$ cat config.mk
export PLATFORM = sky130hd
export DESIGN_NAME = main
export DESIGN_NICKNAME = d
export VERILOG_FILES = /design/src/rtl/main_pkg.sv /design/src/rtl/main_reg8.sv /design/src/rtl/main.sv
export SDC_FILE = /design/constraint.sdc
export NUM_CORES = 1
export LEC_CHECK = 0
export ABC_AREA = 1
export CAP_MARGIN = 15
export CORE_UTILIZATION = 40
export CTS_CLUSTER_SIZE = 16
export DETAILED_ROUTE_END_ITERATION = 8
export PLACE_DENSITY = 0.63
export SLEW_MARGIN = 20
export SYNTH_ARGS = -nofsm -noshare
export SYNTH_HDL_FRONTEND = slang
export SYNTH_SLANG_ARGS = --single-unit
$ cat constraint.sdc
create_clock -name CLK -period 2.66 [get_ports CLK]
set_input_delay 0.665 -clock CLK [delete_from_list [all_inputs] [get_ports CLK]]
set_output_delay 0.665 -clock CLK [all_outputs]
set_load 0.01 [all_outputs]
$ cat src/rtl/main_pkg.sv
// Shared definitions for the bus-based programmer block: module select codes,
// the per-module control latch layout, and datapath widths.
// Build option: define MAIN_SUB_EN to let the ALU subtract when its SUB bit is set.
package main_pkg;

  localparam int DATA_W      = 8;
  localparam int ADDR_W      = 4;
  localparam int RAM_DEPTH   = 1 << ADDR_W;

  // Module select codes; also used as indices into the control latch array.
  localparam int MOD_PC      = 0;
  localparam int MOD_A       = 1;
  localparam int MOD_B       = 2;
  localparam int MOD_ALU     = 3;
  localparam int MOD_MAR     = 4;
  localparam int MOD_RAM     = 5;
  localparam int MOD_OUT     = 6;
  localparam int NUM_MODULES = 7;

  // Control latch owned by every module, field order matches {en, OE, WE, load, SUB}.
  typedef struct packed {
    logic en;
    logic oe;
    logic we;
    logic load;
    logic sub;
  } ctrl_t;

  // Codes 7..15 are reserved and must not touch any latch.
  function automatic logic sel_valid(input logic [3:0] sel);
    return sel < 4'(NUM_MODULES);
  endfunction

endpackage

$ cat src/rtl/main_reg8.sv
// 8-bit register used for A, B and OUT: loads from the programmer data input
// (load has priority) or from the shared bus (WE), cleared asynchronously.
// Build option: none (MAIN_SUB_EN only affects the ALU in main).
module main_reg8
  import main_pkg::*;
(
  input  logic              clk_i,
  input  logic              rst_ni,
  input  logic              load_i,
  input  logic              we_i,
  input  logic              oe_i,
  input  logic [DATA_W-1:0] in_i,
  input  logic [DATA_W-1:0] bus_i,
  output logic [DATA_W-1:0] q_o,
  output logic              oe_o
);

  logic [DATA_W-1:0] q_d, q_q;

  // Next value: programmer data beats bus data when both writes are enabled.
  always_comb begin
    // NOTE: default assignment first so every path assigns q_d and no latch is inferred.
    q_d = q_q;
    if (load_i) begin
      q_d = in_i;
    end else if (we_i) begin
      q_d = bus_i;
    end
  end

  // Register state with asynchronous clear.
  always_ff @(posedge clk_i or negedge rst_ni) begin
    // NOTE: non-blocking assignments so every flop samples pre-edge values.
    if (!rst_ni) begin
      q_q <= '0;
    end else begin
      q_q <= q_d;
    end
  end

  assign q_o  = q_q;
  assign oe_o = oe_i;

endmodule

$ cat src/rtl/main.sv
// Bus-based programmer block: a 4-bit program counter, A/B registers, an
// adder/subtractor, MAR, 16x8 RAM and an OUT register share one 8-bit bus.
// Each module owns a control latch written by a strobe; datapath writes use
// the latch values from before the edge.
// Build option: define MAIN_SUB_EN to make the ALU honour its latched SUB bit.
module main
  import main_pkg::*;
(
  input  logic              CLK,
  input  logic              RESET,
  input  logic [3:0]        sel,
  input  logic [DATA_W-1:0] in,
  input  logic              go,
  input  logic              en,
  input  logic              OE,
  input  logic              WE,
  input  logic              load,
  input  logic              SUB,
  input  logic              HLT,
  output logic [ADDR_W-1:0] count,
  output logic [DATA_W-1:0] Bus_out,
  output logic              on
);

  // ---------------------------------------------------------------------------
  // Reset: asserts immediately, releases two CLK edges after RESET rises.
  // ---------------------------------------------------------------------------
  logic [1:0] rst_sync_q;
  logic       rst_n;

  // Deassertion synchroniser shifting ones in behind an asynchronous clear.
  always_ff @(posedge CLK or negedge RESET) begin
    if (!RESET) begin
      rst_sync_q <= 2'b00;
    end else begin
      rst_sync_q <= {rst_sync_q[0], 1'b1};
    end
  end

  assign rst_n = rst_sync_q[1];

  // ---------------------------------------------------------------------------
  // Control latches
  // ---------------------------------------------------------------------------
  ctrl_t                   ctrl_in;
  ctrl_t [NUM_MODULES-1:0] ctrl_d, ctrl_q;

  assign ctrl_in = '{en: en, oe: OE, we: WE, load: load, sub: SUB};

  // Strobe writes the selected module's latch; reserved codes leave all alone.
  always_comb begin
    ctrl_d = ctrl_q;
    if (go && sel_valid(sel)) begin
      ctrl_d[sel[2:0]] = ctrl_in;
    end
  end

  // Latch storage, cleared by reset so no module drives or writes afterwards.
  always_ff @(posedge CLK or negedge rst_n) begin
    if (!rst_n) begin
      ctrl_q <= '0;
    end else begin
      ctrl_q <= ctrl_d;
    end
  end

  // Several modules have no use for some latch bits (e.g. en outside the PC).
  logic unused_ctrl;
  assign unused_ctrl = ^ctrl_q;

  // ---------------------------------------------------------------------------
  // Datapath state
  // ---------------------------------------------------------------------------
  logic [ADDR_W-1:0] count_d, count_q;
  logic [ADDR_W-1:0] mar_d, mar_q;
  logic [DATA_W-1:0] a_q, b_q, out_q;
  logic              a_oe, b_oe, out_oe;
  logic [DATA_W-1:0] alu_val;
  logic [DATA_W-1:0] ram_rd;
  logic [DATA_W-1:0] ram_q [RAM_DEPTH];
  logic [DATA_W-1:0] bus;

  main_reg8 u_a (
    .clk_i  (CLK),
    .rst_ni (rst_n),
    .load_i (ctrl_q[MOD_A].load),
    .we_i   (ctrl_q[MOD_A].we),
    .oe_i   (ctrl_q[MOD_A].oe),
    .in_i   (in),
    .bus_i  (bus),
    .q_o    (a_q),
    .oe_o   (a_oe)
  );

  main_reg8 u_b (
    .clk_i  (CLK),
    .rst_ni (rst_n),
    .load_i (ctrl_q[MOD_B].load),
    .we_i   (ctrl_q[MOD_B].we),
    .oe_i   (ctrl_q[MOD_B].oe),
    .in_i   (in),
    .bus_i  (bus),
    .q_o    (b_q),
    .oe_o   (b_oe)
  );

  main_reg8 u_out (
    .clk_i  (CLK),
    .rst_ni (rst_n),
    .load_i (ctrl_q[MOD_OUT].load),
    .we_i   (ctrl_q[MOD_OUT].we),
    .oe_i   (ctrl_q[MOD_OUT].oe),
    .in_i   (in),
    .bus_i  (bus),
    .q_o    (out_q),
    .oe_o   (out_oe)
  );

  // ALU result; without the build option the SUB latch bit is ignored.
  always_comb begin
`ifdef MAIN_SUB_EN
    alu_val = ctrl_q[MOD_ALU].sub ? (a_q - b_q) : (a_q + b_q);
`else
    alu_val = a_q + b_q;
`endif
  end

  assign ram_rd = ram_q[mar_q];

  // Bus: lowest-coded module with latched OE wins, otherwise the bus idles at zero.
  // MAR places its address on the low nibble when asked to drive.
  always_comb begin
    bus = '0;
    if (ctrl_q[MOD_PC].oe) begin
      bus = {{(DATA_W-ADDR_W){1'b0}}, count_q};
    end else if (a_oe) begin
      bus = a_q;
    end else if (b_oe) begin
      bus = b_q;
    end else if (ctrl_q[MOD_ALU].oe) begin
      bus = alu_val;
    end else if (ctrl_q[MOD_MAR].oe) begin
      bus = {{(DATA_W-ADDR_W){1'b0}}, mar_q};
    end else if (ctrl_q[MOD_RAM].oe) begin
      bus = ram_rd;
    end else if (out_oe) begin
      bus = out_q;
    end
  end

  // PC next value: load, then bus write, then increment unless halted.
  always_comb begin
    count_d = count_q;
    if (ctrl_q[MOD_PC].load) begin
      count_d = in[ADDR_W-1:0];
    end else if (ctrl_q[MOD_PC].we) begin
      count_d = bus[ADDR_W-1:0];
    end else if (ctrl_q[MOD_PC].en && !HLT) begin
      count_d = count_q + 1'b1;
    end
  end

  // MAR next value: low nibble of programmer data or bus.
  always_comb begin
    mar_d = mar_q;
    if (ctrl_q[MOD_MAR].load) begin
      mar_d = in[ADDR_W-1:0];
    end else if (ctrl_q[MOD_MAR].we) begin
      mar_d = bus[ADDR_W-1:0];
    end
  end

  // PC and MAR registers.
  always_ff @(posedge CLK or negedge rst_n) begin
    if (!rst_n) begin
      count_q <= '0;
      mar_q   <= '0;
    end else begin
      count_q <= count_d;
      mar_q   <= mar_d;
    end
  end

  // RAM write port at the current MAR address.
  always_ff @(posedge CLK) begin
    // NOTE: the RAM array has no reset; its contents survive RESET by design.
    if (ctrl_q[MOD_RAM].load) begin
      ram_q[mar_q] <= in;
    end else if (ctrl_q[MOD_RAM].we) begin
      ram_q[mar_q] <= bus;
    end
  end

  assign count   = count_q;
  assign Bus_out = bus;
  assign on      = ctrl_q[MOD_PC].en & ~HLT & ~ctrl_q[MOD_PC].load;

endmodule

==> results.md <==
* Met3 usage at 3.24%
* RR Startpoint: mar_q[0]
* Worst setup path end: Bus_out[4]
* Post-synth top flop: edfxtp_1
* Pwr dens at 1130 mW/mm^2
* CTS H-tree depth at 4
* Switching Share at 37.6%
* Outcome: finished with violations
* R2R Setup Slk at -0.40 ns
* Max clock buf depth at 2
* Minimum clock period at 3.19 ns
* DRT Pass-1 Iters at 5
* Top-count cell post-synth: nand2_1
* Leakage at 4.65 nW
* Largest net degree at the start of global routing at 34
* Max FO, Critical Path at 6
* Dpl hpwl at 13900 um
* ANT nets after route at 0
* CP cell instances: inv_2 > nor2_4 > buf_4 > clkbuf_16 > a22oi_1 > nand2_1 > nand2_1 > nand3_2 > o21ai_2 > nand2_1 > nand2_1 > o21ai_1 > nand2_1 > nand2_2 > nand2_1 > nor2_1 > buf_2
* Synthesis Warnings at 0
* DP Area at 0.00951 mm^2
* Worst setup slack after layout at -0.533 ns
* FP Rows at 52
* Async SR Flop Fraction at 29.7%
* Busiest layer in global routing: met2
* Synth-to-layout area growth at 34.0%
* Setup TNS at -11.18 ns
* GR Util All Layers at 21.4%
* DIE WIDTH at 145 um
* Post-synth top cells: nand2_1 (295), edfxtp_1 (128), a22oi_1 (58), dfrtp_1 (54), nor2_1 (53)
* Highest Clock Rate at 0.313 GHz
* Routed WL per cell at 17.7 um
* CP Capture Type: primary output
* Share of power burned in combinational logic at 48.1%
* Register share of total power at 32.6%
* Max incr delay on CP at 0.47 ns
* Setup violations, final at 44
* DRC Markers at 0
* DR iter-0 viols at 611
* Most used cell along the critical path: nand2_1
* Slowest-stage cell, CP: dfrtp_2
* Period utilization at 120%
* Net count, final at 1005
* Setup WS pre-CTS at -0.580 ns
* FF-to-FF path depth at 23
* Data arrival time of the worst path at 2.53 ns
* Syn_nets at 838
* Post-synth EDFFs at 128
* Synthesized area at 0.00820 mm^2
* Met2 GRT Util at 34.7%
* Clock latency on the worst-skew pair at 0.43 ns
* Starting Density at 40.7%
* Syn avg cell area at 10.2 um^2
* Height of the die at 145 um
* Pins Over Slew Limit at 0
* Startpoint types: flop
* Synth Instances at 808
* CP required at 2.00 ns
* Clock tree from TritonCTS: built
* Ports at 34
* Met1 usage at 29.2%
* Post-route cell area at 0.0110 mm^2
* Initial antenna violation count at 0
* Slew headroom at 52.1%
* Final RePlAce weighted congestion at 0.891
* Peak VDD IR at 592 uV
* Area share of the largest cell type after synthesis at 46.9%
* Clock share of power at 19.3%
* RSZ-0062 raised after global routing: yes
* Routed via count at 6590
* Tightest Pin Transition at 0.716 ns
* Vias/cell at 5.24
* Clock skew at 0.0117 ns
* Util after Layout at 54.5%
* Clock transition at path regs at 0.07 ns
* Number of global-route vias before repair at 6325
* Main area contributors after synthesis: edfxtp_1 (47%), dfrtp_1 (16%), nand2_1 (13%)
* PortBufs at 32
* Fillers at 1715
* Hold WC Path Type: flop to asynchronous set/reset pin
* First-pass GRT wire length at 34200 um
* Crit path from: mar_q[1]
* Drt total wl at 22300 um
* Placed Instances at 1177
* Internal power at 7.75 mW
* WS Path Type: flop to primary output
* Antenna cell count at 0
* Root Buffer: clkbuf_16
* Die area at 0.0211 mm^2
* GRT overflow at 0
* Clock sinks at 182
* Flop and latch count out of synthesis at 182
* R2r endpoint: ram_q[15][7]
* Post-synthesis cell type count at 33
* Register area share after synthesis at 63.3%
* Inserted Clock Buffers at 17
* Share of post-route cells with drive strength above 1 at 27.3%
* Failing checks: negative setup slack
* Cell taking the most area after synthesis: edfxtp_1
* Non-filler instance count after layout at 1258
* Final hold vios at 0
* Core box area at 0.0202 mm^2
* Switch Pwr at 4.67 mW
* Max_cap viols at 0
==> state kept, by name (all words and copies together) (netlist names) <==
name	cells
count	4
mar_q	4
ctrl_q	20
u_b.q_o	8
u_a.q_o	8
rst_sync_q	2
u_out.q_o	8
ram_q	128
==> layout by cell type (no fill, tap or decap), drive strengths merged <==
cell type / netlist / final
nand4: 14 / 14
xnor2: 4 / 4
o21bai: 2 / 2
clkinvlp: 0 / 1
nor2: 57 / 57
o311a: 1 / 1
xor2: 4 / 4
or2: 3 / 3
conb: 1 / 1
fa: 1 / 1
nand2: 302 / 302
o211ai: 1 / 1
a22oi: 60 / 60
buf: 16 / 147
clkbuf: 9 / 19
inv: 46 / 52
nand3: 25 / 25
a21o: 1 / 1
o21ba: 1 / 1
o21ai: 41 / 41
clkinv: 0 / 8
a21oi: 27 / 27
ha: 8 / 8
a31oi: 1 / 1
clkdlybuf4s50: 0 / 24
edfxtp: 128 / 128
mux2: 1 / 1
dfrtp: 54 / 54
==> cell families (layout without fill, tap and decap cells) <==
group	Yosys count	in the layout	synth area share (%)
AOI/OAI and AO/OA	135	135	10.4
xor gates and xnor gates	8	8	0.854
adders and majority gates	9	9	1.46
buffers and inverters	71	251	4.07
DFF	182	182	63.3
muxes	1	1	0.137
other	1	1	0.0457
and+or+nand+nor	401	401	19.6
==> critical path, delay by kind of cell, from the launching register on <==
kind / cells / cell delay, ns
AND/OR/NAND/NOR: 10 / 0.70
buffers and inverters: 4 / 0.55
flip-flops: 1 / 0.47
AO/OA/AOI/OAI: 3 / 0.36
==> area by class of cell <==
type | instances | area, um^2 | share of cell area [%]
flip-flops and latches | 182 | 5200 | 47.3
well taps | 270 | 338 | 3.07
repair buffers | 173 | 1770 | 16.1
multi-input cells | 555 | 2950 | 26.9
clock inverters | 15 | 141 | 1.29
inverters | 46 | 173 | 1.57
clock buffers | 17 | 425 | 3.87
==> through the flow <==
| stage | power, mW | hold WS, ns |
|---|---|---|
| finish | 12.4 | 0.204 |
| global route | 13.1 | 0.242 |
| CTS | 11.9 | 0.220 |
| detailed placement | 8.50 | 0.219 |
| global placement | 8.45 | 0.211 |
| floorplan | 6.50 | 0.331 |
==> power groups by stage <==
stage | Combinational [mW] | Clock, mW | Sequential [mW]
6_report | 5.97 | 2.40 | 4.05
5_1_grt | 6.47 | 2.53 | 4.09
4_1_cts | 5.41 | 2.43 | 4.03
3_5_place_dp | 4.43 | 0 | 4.07
3_3_place_gp | 4.39 | 0 | 4.06
2_1_floorplan | 2.56 | 0 | 3.95
==> worst min-delay path by stage <==
stage	start	slack, ns	endpoint
global placement	rst_sync_q[1]	0.21	ctrl_q[28]
detailed placement	rst_sync_q[1]	0.22	ctrl_q[28]
floorplan	rst_sync_q[0]	0.33	rst_sync_q[1]
CTS	rst_sync_q[1]	0.22	ctrl_q[31]
global route	rst_sync_q[1]	0.24	ctrl_q[33]
finish	rst_sync_q[1]	0.20	ctrl_q[33]
==> routing by layer <==
layer | up-vias | routed length, um
li1 | 3115 | -
met1 | 3215 | 9870
met2 | 226 | 10700
met5 | - | 0
met3 | 34 | 1250
met4 | 0 | 470
==> timing repair <==
action / 4_1_cts / 5_1_grt
hold buffers: 0 / 0
resized for setup: 97 / 70
cloned: 5 / 3
setup buffers: 39 / 13
setup endpoints to repair: 8 / 118
pin swaps: 35 / 34
(Power assumes the default switching activity.)
